==> src/rtl/mem_wb_stage.sv <==
// MEM/WB pipeline register with write-back data select, register-file write port,
// forwarding bus and a retired-instruction counter.
module mem_wb_stage #(
    parameter logic [31:0] RESET_PC = 32'h0000_3000,
    parameter int unsigned CNT_W    = 32
) (
    input  logic             clk,
    input  logic             reset,
    input  logic             stall,
    input  logic             flush,
    input  logic             valid_M,
    input  logic [31:0]      PC_M,
    input  logic [31:0]      ALUResult_M,
    input  logic [31:0]      memRD_M,
    input  logic             regWrite_M,
    input  logic [4:0]       A3_M,
    input  logic [1:0]       WDSel_M,
    output logic             regWE,
    output logic [4:0]       regA3,
    output logic [31:0]      regWD,
    output logic [31:0]      WBBack,
    output logic [31:0]      PC_W,
    output logic             valid_W,
    output logic [CNT_W-1:0] retire_cnt
);

    logic             valid_r;
    logic [31:0]      pc_r;
    logic [31:0]      alu_result_r;
    logic [31:0]      mem_rd_r;
    logic             reg_write_r;
    logic [4:0]       a3_r;
    logic [1:0]       wd_sel_r;
    logic [CNT_W-1:0] retire_cnt_r;
    logic             retire;

    always_ff @(posedge clk or negedge reset) begin
        if (!reset) begin
            valid_r      <= 1'b0;
            pc_r         <= RESET_PC;
            alu_result_r <= 32'h0;
            mem_rd_r     <= 32'h0;
            reg_write_r  <= 1'b0;
            a3_r         <= 5'd0;
            wd_sel_r     <= 2'b00;
        end else if (flush) begin
            valid_r      <= 1'b0;
            pc_r         <= RESET_PC;
            alu_result_r <= 32'h0;
            mem_rd_r     <= 32'h0;
            reg_write_r  <= 1'b0;
            a3_r         <= 5'd0;
            wd_sel_r     <= 2'b00;
        end else if (!stall) begin
            valid_r      <= valid_M;
            pc_r         <= PC_M;
            alu_result_r <= ALUResult_M;
            mem_rd_r     <= memRD_M;
            // Bubbles must never write the register file.
            reg_write_r  <= regWrite_M & valid_M;
            a3_r         <= A3_M;
            wd_sel_r     <= WDSel_M;
        end
    end

    // A flush still lets the current valid instruction leave WB, even if stall is also high.
    assign retire = valid_r & (flush | ~stall);

    always_ff @(posedge clk or negedge reset) begin
        if (!reset) begin
            retire_cnt_r <= '0;
        end else if (retire) begin
            retire_cnt_r <= retire_cnt_r + 1'b1;
        end
    end

    always_comb begin
        regWD = 32'h0;
        case (wd_sel_r)
            2'b00:   regWD = alu_result_r;
            2'b01:   regWD = mem_rd_r;
            2'b10:   regWD = pc_r + 32'd8;
            default: regWD = 32'h0;
        endcase
    end

    assign regWE      = reg_write_r & valid_r & (a3_r != 5'd0);
    assign regA3      = a3_r;
    assign WBBack     = regWD;
    assign PC_W       = pc_r;
    assign valid_W    = valid_r;
    assign retire_cnt = retire_cnt_r;

endmodule

==> config.mk <==
export PLATFORM = sky130hd
export DESIGN_NAME = mem_wb_stage
export DESIGN_NICKNAME = d
export VERILOG_FILES = /design/src/rtl/mem_wb_stage.sv
export SDC_FILE = /design/constraint.sdc
export NUM_CORES = 1
export LEC_CHECK = 0
export BUFFER_PORTS_ARGS = -buffer_cell sky130_fd_sc_hd__clkbuf_2
export CAP_MARGIN = 10
export CORE_ASPECT_RATIO = 0.6
export CORE_MARGIN = 2
export CORE_UTILIZATION = 53
export CTS_CLUSTER_SIZE = 20
export DETAILED_ROUTE_END_ITERATION = 7
export PLACE_DENSITY_LB_ADDON = 0.15
export RECOVER_POWER = 25
export SETUP_SLACK_MARGIN = 0.4
export SYNTH_ARGS = -nofsm -noshare
export SYNTH_HDL_FRONTEND = slang
export SYNTH_SLANG_ARGS = --single-unit
==> constraint.sdc <==
create_clock -name clk -period 3.85 [get_ports clk]
set_input_delay 0.77 -clock clk [delete_from_list [all_inputs] [get_ports clk]]
set_output_delay 0.77 -clock clk [all_outputs]
set_load 0.01 [all_outputs]
==> impl_metrics.ini, run 1 <==
[outcome]
outcome = complete, no violations

[min_path]
whs_path_depth = 1
min_from = retire_cnt[31]
whs_endpoint = retire_cnt[31]
min_path_type = register to register

[route]
vias = 5875
vias_per_cell = 5.47
detail-route-antenna-nets = 0
wl_per_cell_um = 18.1
wirelength_um = 19400
drtIter0Drc = 409
first_pass_iters = 7
drc = 0

[pwr]
ir_drop_mv = 0.342
p_int_w = 0.00293
p_switching_w = 0.00103
p_clk_frac = 0.453
seqPwrFrac = 0.407
combPwrFrac = 0.140
leakagePower_nw = 4.65
switching_share = 0.261
power_density_mw_per_mm2 = 445

[clocking]
clk_latency_ns = 0.41
clockBufferDepth = 2
path_clk_slew_ns = 0.06
cts_root_buf = clkbuf_16
numClockSinks = 137
cts_buffers = 17
cts_tree = done
htreeDepth = 4

[yosys]
ys_top_cells_by_area = dfrtp_1 48%, mux2i_1 17%, nor2_1 6.5%, xnor2_1 3.5%, buf_4 3.4%
synth_area_mm2 = 0.00704
yosysSeqAreaShare = 0.487
syn_nets = 797
async_reset_ff_frac = 1.00
yosysWarnings = 0
avgSynthCellArea_um2 = 10.3
synth_ff_type = dfrtp_1
synth_cell_type_count = 47
synth_top_area_frac = 0.480
synth_top_cell_by_area = dfrtp_1
synthCells = 686
synth-seq-cells = 137
synth_edf_count = 0

[sta]
setup_viol = 0
relSlewSlack = 0.266
fin_skew_ns = 0.00744
fmax_mhz = 298
fin_crit_sh = 0.870
min_period_ns = 3.35
worst_hold_slack_ns = 0.489
hold_viol = 0
slew_viol_final = 0
worst_slew_pin_slew_ns = 1.10
rsz0062_at_grt = yes
setup_tns_ns = 0

[worst_setup_path]
crit_chain = nand4_1 -> nor4_2 -> nand2b_1 -> xor2_1 -> o22ai_1 -> clkbuf_2
worstRegToRegCells = 6
crit_required_ns = 3.08
max_stage_delay_ns = 0.66
crit_slowest_cell = nor4_2
cp-start-kind = register
worst_setup_path_end_kind = output port
worstPathMaxFanout = 5
reg2reg_to = retire_cnt[22]
crit_type = register to output port
r2r_start = retire_cnt[0]
reg2reg_slack_ns = 1.54
cp.arrival_ns = 2.58

[grt]
grt_max_degree = 121
use_met1 = 0.393
grt_util_met2 = 0.432
met3_usage = 0.0723
busiest_layer = met2
grt_antenna_before_repair = 1
grt_pass1_wl_um = 31000
grt_pass1_vias = 5765
grtUsageTotal = 0.278
gr-total-overflow = 0

[floorplanning]
initial_core_util = 0.546
die_area_mm2 = 0.0143
ios = 244
row_count = 32
die_h_um = 93.3
fp.dieW_um = 153
core_mm2 = 0.0129

[finish]
num-nets-final = 1004
diodes = 0
areaGrowthSynthToFinish_pct = 26.2
num-fill-cells = 1015
finish.utilization = 0.689
ff_latch_area_mm2 = 0.00343
drive_gt1_frac = 0.336
multi_input_area_mm2 = 0.00325

[placement]
gp_congestion = 0.841
hpwlAfterDp_um = 13800
io_buffers = 243

[job]
max-cap-violations = 0
## state kept, by name (all words and copies together) (netlist names)
name / flops
wd_sel_r: 2
retire_cnt: 32
valid_W: 1
regA3: 5
PC_W: 32
alu_result_r: 32
mem_rd_r: 32
reg_write_r: 1
## cells in the mapped netlist (9+ instances only)
master,n
nor2_1,122
nand4_1,17
buf_1,9
xor2_1,26
dfrtp_1,135
and3_1,11
clkbuf_1,23
mux2i_1,122
xnor2_1,28
nand2_1,34
o21ai_0,17
nand3_1,24
o22ai_1,9
buf_4,32
## cell type report
class,count,area share
Clock buffer,18,0.0494
Clock inverter,12,0.0225
Inverter,6,0.00254
Multi-Input combinational cell,475,0.365
Sequential cell,137,0.386
Tap cell,170,0.0239
Timing Repair Buffer,256,0.150
## cell usage in the layout (no fill, tap or decap), types with 2 or more instances in the layout
master and instances:
and4_1 2, o22ai_1 9, clkbuf_16 17, nor2_1 121, or4_4 3, nor2b_1 4
a211o_1 2, or3_1 2, a22oi_1 6, and3_1 11, dfrtp_2 2, xnor2_1 28
nand3_1 23, clkbuf_2 240, mux2i_1 122, nor3_1 3, nor4_1 4, buf_6 2
clkinv_4 4, dfrtp_1 133, inv_1 6, dfstp_2 2, clkinv_2 3, nand3b_1 3
xor2_1 26, a21oi_1 3, o21ai_1 4, nand2_1 34, nand4_1 17, and2_1 4
o21ai_0 17, nand2b_1 4, buf_4 14, bufinv_16 5
## power groups by stage
stage | Clock, W | Sequential, W | Combinational, W
2_1_floorplan | 0 | 0.00163 | 0.000319
3_3_place_gp | 0 | 0.00163 | 0.000543
3_5_place_dp | 0 | 0.00164 | 0.000554
4_1_cts | 0.00181 | 0.00161 | 0.000556
5_1_grt | 0.00187 | 0.00163 | 0.000608
6_report | 0.00179 | 0.00161 | 0.000553
## cells by family (layout without fill, tap and decap cells)
family	count (synthesis)	count (layout)	synth area share
adders and majority gates	2	2	0.00355
and+or+nand+nor	247	247	0.167
buffers and inverters	74	292	0.0572
AOI/OAI and AO/OA	49	49	0.0428
muxes	123	123	0.175
xor gates and xnor gates	54	54	0.0672
DFF	137	137	0.487
## worst max-delay path: cells and delay by family (launching register included)
family / cells / cell delay, ns
and+or+nand+nor: 3 / 1.04
xor gates and xnor gates: 1 / 0.17
DFF: 1 / 0.58
buffers and inverters: 1 / 0.19
AOI/OAI and AO/OA: 1 / 0.19
## metal layers
metal / vias to the layer above / share of wire
li1: 2748 / -
met1: 2881 / 0.46
met2: 222 / 0.45
met3: 22 / 0.074
met4: 2 / 0.0094
met5: - / 0.00067
## per-stage QoR
stage | std cells | power, W | setup slack, ns | instance area (µm²)
detailed placement | 1040 | 0.00219 | 0.664 | 8180
global route | 1074 | 0.00411 | 0.372 | 8880
global placement | 1040 | 0.00217 | 0.702 | 8180
CTS | 1070 | 0.00398 | 0.399 | 8830
finish | 1074 | 0.00396 | 0.500 | 8880
floorplan | 686 | 0.00195 | 1.02 | 7040
## worst max path at each step
stage               startpoint  slack (ns)    endpoint
floorplan              PC_W[3]        1.02   regWD[31]
global placement       PC_W[5]        0.70   regWD[30]
detailed placement     PC_W[5]        0.66   regWD[28]
CTS                   PC_W[13]        0.40  WBBack[31]
global route          PC_W[13]        0.37  WBBack[23]
finish                PC_W[13]        0.50  WBBack[23]
## what timing repair did
item                                    in CTS  in global routing
hold endpoints to repair                     0                  0
endpoints found under the setup margin      23                 13
hold buffers                                 0                  0
resized for setup                            3                  6
setup buffers                                0                  4
pin swaps                                    0                  1
(Power assumes the default switching activity.)
==> run 2: changes to the inputs <==
--- a/config.mk
+++ b/config.mk
@@ -5,7 +5,7 @@
 export SDC_FILE = /design/constraint.sdc
 export NUM_CORES = 1
 export LEC_CHECK = 0
-export BUFFER_PORTS_ARGS = -buffer_cell sky130_fd_sc_hd__clkbuf_2
+export BUFFER_PORTS_ARGS = -buffer_cell sky130_fd_sc_hd__buf_4
 export CAP_MARGIN = 10
 export CORE_ASPECT_RATIO = 0.6
 export CORE_MARGIN = 2
==> run 2 against run 1 <==
The flow now finishes with violations (max-capacitance violations, max-slew violations); sequential power about the same; largest cell class unchanged; highest routed layer is now met4; critical path type unchanged; register-to-register slack improved by 0.02 ns; maximum frequency increased by 0.91%; worst setup slack improved by 0.030 ns.
==> impl_metrics.ini, run 2 (same netlist as run 1, synthesis figures left out) <==
[finish]
multi_input_area_mm2 = 0.00325
drive_gt1_frac = 0.333
ff_latch_area_mm2 = 0.00343
stdcell_area_mm2 = 0.00948
most-common-layout-cells = 252 x buf_4, 132 x dfrtp_1, 122 x mux2i_1
diodes = 0
num-nets-final = 1002
areaGrowthSynthToFinish_pct = 34.6
layout_commonest_cell = buf_4
num-fill-cells = 952

[sta]
fin_skew_ns = 0.00865
fmax_mhz = 301
rsz0062_at_grt = no
relSlewSlack = -0.820
hold_viol = 0
worst_slew_pin_slew_ns = 2.73
min_period_ns = 3.32
slew_viol_final = 110
fin_crit_sh = 0.862
setup_viol = 0
setup_tns_ns = 0

[placement]
postPlaceCellArea_mm2 = 0.00877
io_buffers = 243
gp_congestion = 0.862
hpwlAfterDp_um = 14400

[worst_setup_path]
crit_type = register to output port
reg2reg_to = retire_cnt[31]
worstRegToRegCells = 5
cp.arrival_ns = 2.55
worst_setup_path_end_kind = output port
r2r_start = retire_cnt[17]
cp-start-kind = register
reg2reg_slack_ns = 1.56
crit_required_ns = 3.08
worstPathMaxFanout = 7

[route]
wl_per_cell_um = 18.7
detail-route-antenna-nets = 0
drc = 0
vias_per_cell = 5.50
vias = 5906
drtIter0Drc = 313
wirelength_um = 20000
first_pass_iters = 5

[grt]
grt_max_degree = 110
grt_pass1_wl_um = 32100
grt_pass1_vias = 5941
gr-total-overflow = 0
grt_antenna_before_repair = 0
grtUsageTotal = 0.290

[pwr]
leakagePower_nw = 4.81
power_density_mw_per_mm2 = 431
ir_drop_mv = 0.325
total_power_w = 0.00409

[clocking]
cts_root_buf = clkbuf_16
htreeDepth = 4
cts_tree = done
postCtsHoldBufs = 0
path_clk_slew_ns = 0.06
numClockSinks = 137
cts_buffers = 17
clockBufferDepth = 2
clk_latency_ns = 0.41

[min_path]
whs_endpoint = retire_cnt[31]
whs_path_depth = 1
min_from = retire_cnt[31]
min_path_type = register to register

[outcome]
violations = max-capacitance violations, max-slew violations
outcome = finished with violations

[floorplanning]
ios = 244
die_h_um = 93.3
die_area_mm2 = 0.0143
initial_core_util = 0.546
row_count = 32
core_mm2 = 0.0129
fp.dieW_um = 153

[job]
max-cap-violations = 1
## run 2: metal layers
metal | vias to the layer above | global-route usage | share of wire
met4 | 0 | 0.110 | 0.019
met3 | 34 | 0.0774 | 0.086
met5 | - | 0 | 0
li1 | 2749 | - | -
met2 | 248 | 0.442 | 0.45
met1 | 2875 | 0.402 | 0.44
## run 2: final cells by class
class                           count  area share
Clock buffer                       19      0.0457
Clock inverter                     12      0.0236
Inverter                            6     0.00238
Sequential cell                   137       0.362
Multi-Input combinational cell    475       0.342
Tap cell                          170      0.0224
Timing Repair Buffer              254       0.201
## run 2: worst max path at each step
| stage | start | to | slack [ns] |
|---|---|---|---|
| after floorplan | PC_W[3] | regWD[31] | 1.02 |
| after global placement | PC_W[5] | WBBack[30] | 0.74 |
| after detailed placement | PC_W[3] | regWD[23] | 0.67 |
| after CTS | PC_W[3] | regWD[31] | 0.43 |
| after global routing | reset | wd_sel_r[1] | 0.28 |
| final | PC_W[3] | regWD[31] | 0.53 |
## run 2: worst max-delay path, cell delays in order, from the launching register on
cell	delay [ns]
dfrtp_2	0.39
ha_2	0.21
nand4_1	0.23
nor2_1	0.15
buf_4	0.16
nand4_1	0.18
or4_1	0.52
nand3_1	0.15
buf_4	0.14
## run 2: what timing repair did
action / in CTS / in global routing
resized for setup: 3 / 6
buffers inserted: 0 / 3
setup endpoints to repair: 24 / 20
pin swaps: 0 / 1
## run 2: where the power goes
part | switching, W | internal, W | leakage [nW]
Sequential | 0.0000950 | 0.00153 | 1.81
Clock | 0.000612 | 0.00121 | 0.317
Combinational | 0.000314 | 0.000326 | 2.68
## run 2: through the flow
step | util | std cells | hold WS [ns] | setup slack, ns
6_report | 0.735 | 1073 | 0.482 | 0.530
5_1_grt | 0.735 | 1073 | 0.503 | 0.276
4_1_cts | 0.732 | 1070 | 0.493 | 0.434
3_5_place_dp | 0.680 | 1039 | 0.485 | 0.672
3_3_place_gp | 0.680 | 1039 | 0.464 | 0.736
2_1_floorplan | - | 686 | 0.474 | 1.02
==> run 3: changes to the inputs <==
--- a/config.mk
+++ b/config.mk
@@ -9,7 +9,7 @@
 export CAP_MARGIN = 10
 export CORE_ASPECT_RATIO = 0.6
 export CORE_MARGIN = 2
-export CORE_UTILIZATION = 53
+export CORE_UTILIZATION = 51
 export CTS_CLUSTER_SIZE = 20
 export DETAILED_ROUTE_END_ITERATION = 7
 export PLACE_DENSITY_LB_ADDON = 0.15
==> constraint.sdc (replaced) <==
create_clock -name clk -period 3.46 [get_ports clk]
set_input_delay 0.692 -clock clk [delete_from_list [all_inputs] [get_ports clk]]
set_output_delay 0.692 -clock clk [all_outputs]
set_load 0.01 [all_outputs]
==> run 3 against run 2 <==
Combinational power increased by 14%; sequential share of layout area decreased by 0.57 points; the run still ends with max-capacitance violations, max-slew violations left; via count about the same; power increased by 5.8%; worst setup slack got worse by 0.18 ns; routed wire length about the same; largest cell class unchanged; largest power group is now registers; die area increased by 3.8%; first-iteration DRC count increased by 42%; clock skew decreased by 0.00092 ns; cell count increased by 1.3%.
==> impl_metrics.ini, run 3 (same netlist as run 1, synthesis figures left out) <==
[outcome]
outcome = finished with violations
violations = max-capacitance violations, max-slew violations

[worst_setup_path]
cp.arrival_ns = 2.42
crit_required_ns = 2.77
cp-start-kind = register
worstRegToRegCells = 6
worstPathMaxFanout = 6
crit_type = register to output port
worst_setup_path_end_kind = output port

[clocking]
numClockSinks = 137
cts_buffers = 17
cts_tree = done
clk_latency_ns = 0.41
path_clk_slew_ns = 0.06
htreeDepth = 4
clockBufferDepth = 2
cts_root_buf = clkbuf_16

[min_path]
whs_path_depth = 1
min_path_type = register to register

[sta]
fin_skew_ns = 0.00773
setup_viol = 0
setup_tns_ns = 0
slew_viol_final = 90
fmax_mhz = 322
worst_slew_pin_slew_ns = 2.23
min_period_ns = 3.11
rsz0062_at_grt = yes
hold_viol = 0
timing.final.ws_setup_ns = 0.352
relSlewSlack = -0.490
fin_crit_sh = 0.898

[finish]
diodes = 0
areaGrowthSynthToFinish_pct = 36.8
layout_commonest_cell = buf_4
drive_gt1_frac = 0.363
num-nets-final = 1012
most-common-layout-cells = 259 x buf_4, 131 x dfrtp_1, 122 x mux2i_1
num-fill-cells = 1014

[grt]
grt_pass1_vias = 5825
gr-total-overflow = 0
grt_max_degree = 90
grt_pass1_wl_um = 31000
grtUsageTotal = 0.271
grt_antenna_before_repair = 0

[placement]
hpwlAfterDp_um = 14400
io_buffers = 243
gp_congestion = 0.834
place_ws_ns = 0.561

[route]
first_pass_iters = 5
vias = 5909
vias_per_cell = 5.44
detail-route-antenna-nets = 0
drc = 0
wirelength_um = 20000
wl_per_cell_um = 18.4
drtIter0Drc = 443

[pwr]
ir_drop_mv = 0.358
power_density_mw_per_mm2 = 449
leakagePower_nw = 4.84
total_power_w = 0.00432

[floorplanning]
initial_core_util = 0.518
row_count = 33
ios = 244
core_mm2 = 0.0136
fp.dieW_um = 156
die_area_mm2 = 0.0148
die_h_um = 95.0

[job]
max-cap-violations = 1
[run 3: cell type report]
cell class,count,area [µm²],area share
multi-input combinational,475,3370,0.350
sequential,137,3440,0.357
clock inverter,12,154,0.0160
tap,175,219,0.0227
timing repair buffer,264,2000,0.208
inverter,6,22.5,0.00234
clock buffer,18,429,0.0445
[run 3: worst paths after layout]
kind / startpoint / end / slack (ns)
worst max-delay path: PC_W[4] / WBBack[31] / 0.35
worst min-delay path: retire_cnt[31] / retire_cnt[31] / 0.49
worst max register to register: retire_cnt[0] / retire_cnt[18] / 1.18
worst min register to register: retire_cnt[31] / retire_cnt[31] / 0.49
max in group asynchronous: reset / wd_sel_r[1] / 1.06
min in group asynchronous: reset / alu_result_r[2] / 0.91
[run 3: timing repair]
item,in CTS,in global routing
pin swaps,4,9
endpoints found under the setup margin,20,40
buffers inserted,4,4
hold buffers,0,0
gates resized for setup,7,29
[run 3: through the flow]
step,cell area [µm²],hold slack [ns],util,instances
final,9630,0.486,0.709,1087
after global routing,9630,0.520,0.709,1087
after CTS,9460,0.373,0.696,1083
after detailed placement,8810,0.472,0.649,1049
after global placement,8810,0.459,0.649,1049
after floorplan,7040,0.396,-,686
[run 3: power by group]
part	switching (W)	internal, W
clock network	0.000670	0.00112
logic	0.000357	0.000372
registers	0.000104	0.00170
[run 3: per-layer routing]
layer  up-vias  global-route usage  routed length [µm]
met4         0              0.0757                 223
met2       232               0.417                9080
met1      2895               0.383                9150
li1       2763                   -                   -
met5         -                   0                   0
met3        19              0.0736                1570
[run 3: worst max-delay path, stage by stage (launching register included)]
cell	delay [ns]
dfrtp_1	0.39
ha_4	0.16
nand4_1	0.22
nor2_1	0.17
buf_4	0.16
nand4_1	0.15
or4_4	0.53
nand3_4	0.12
buf_6	0.12
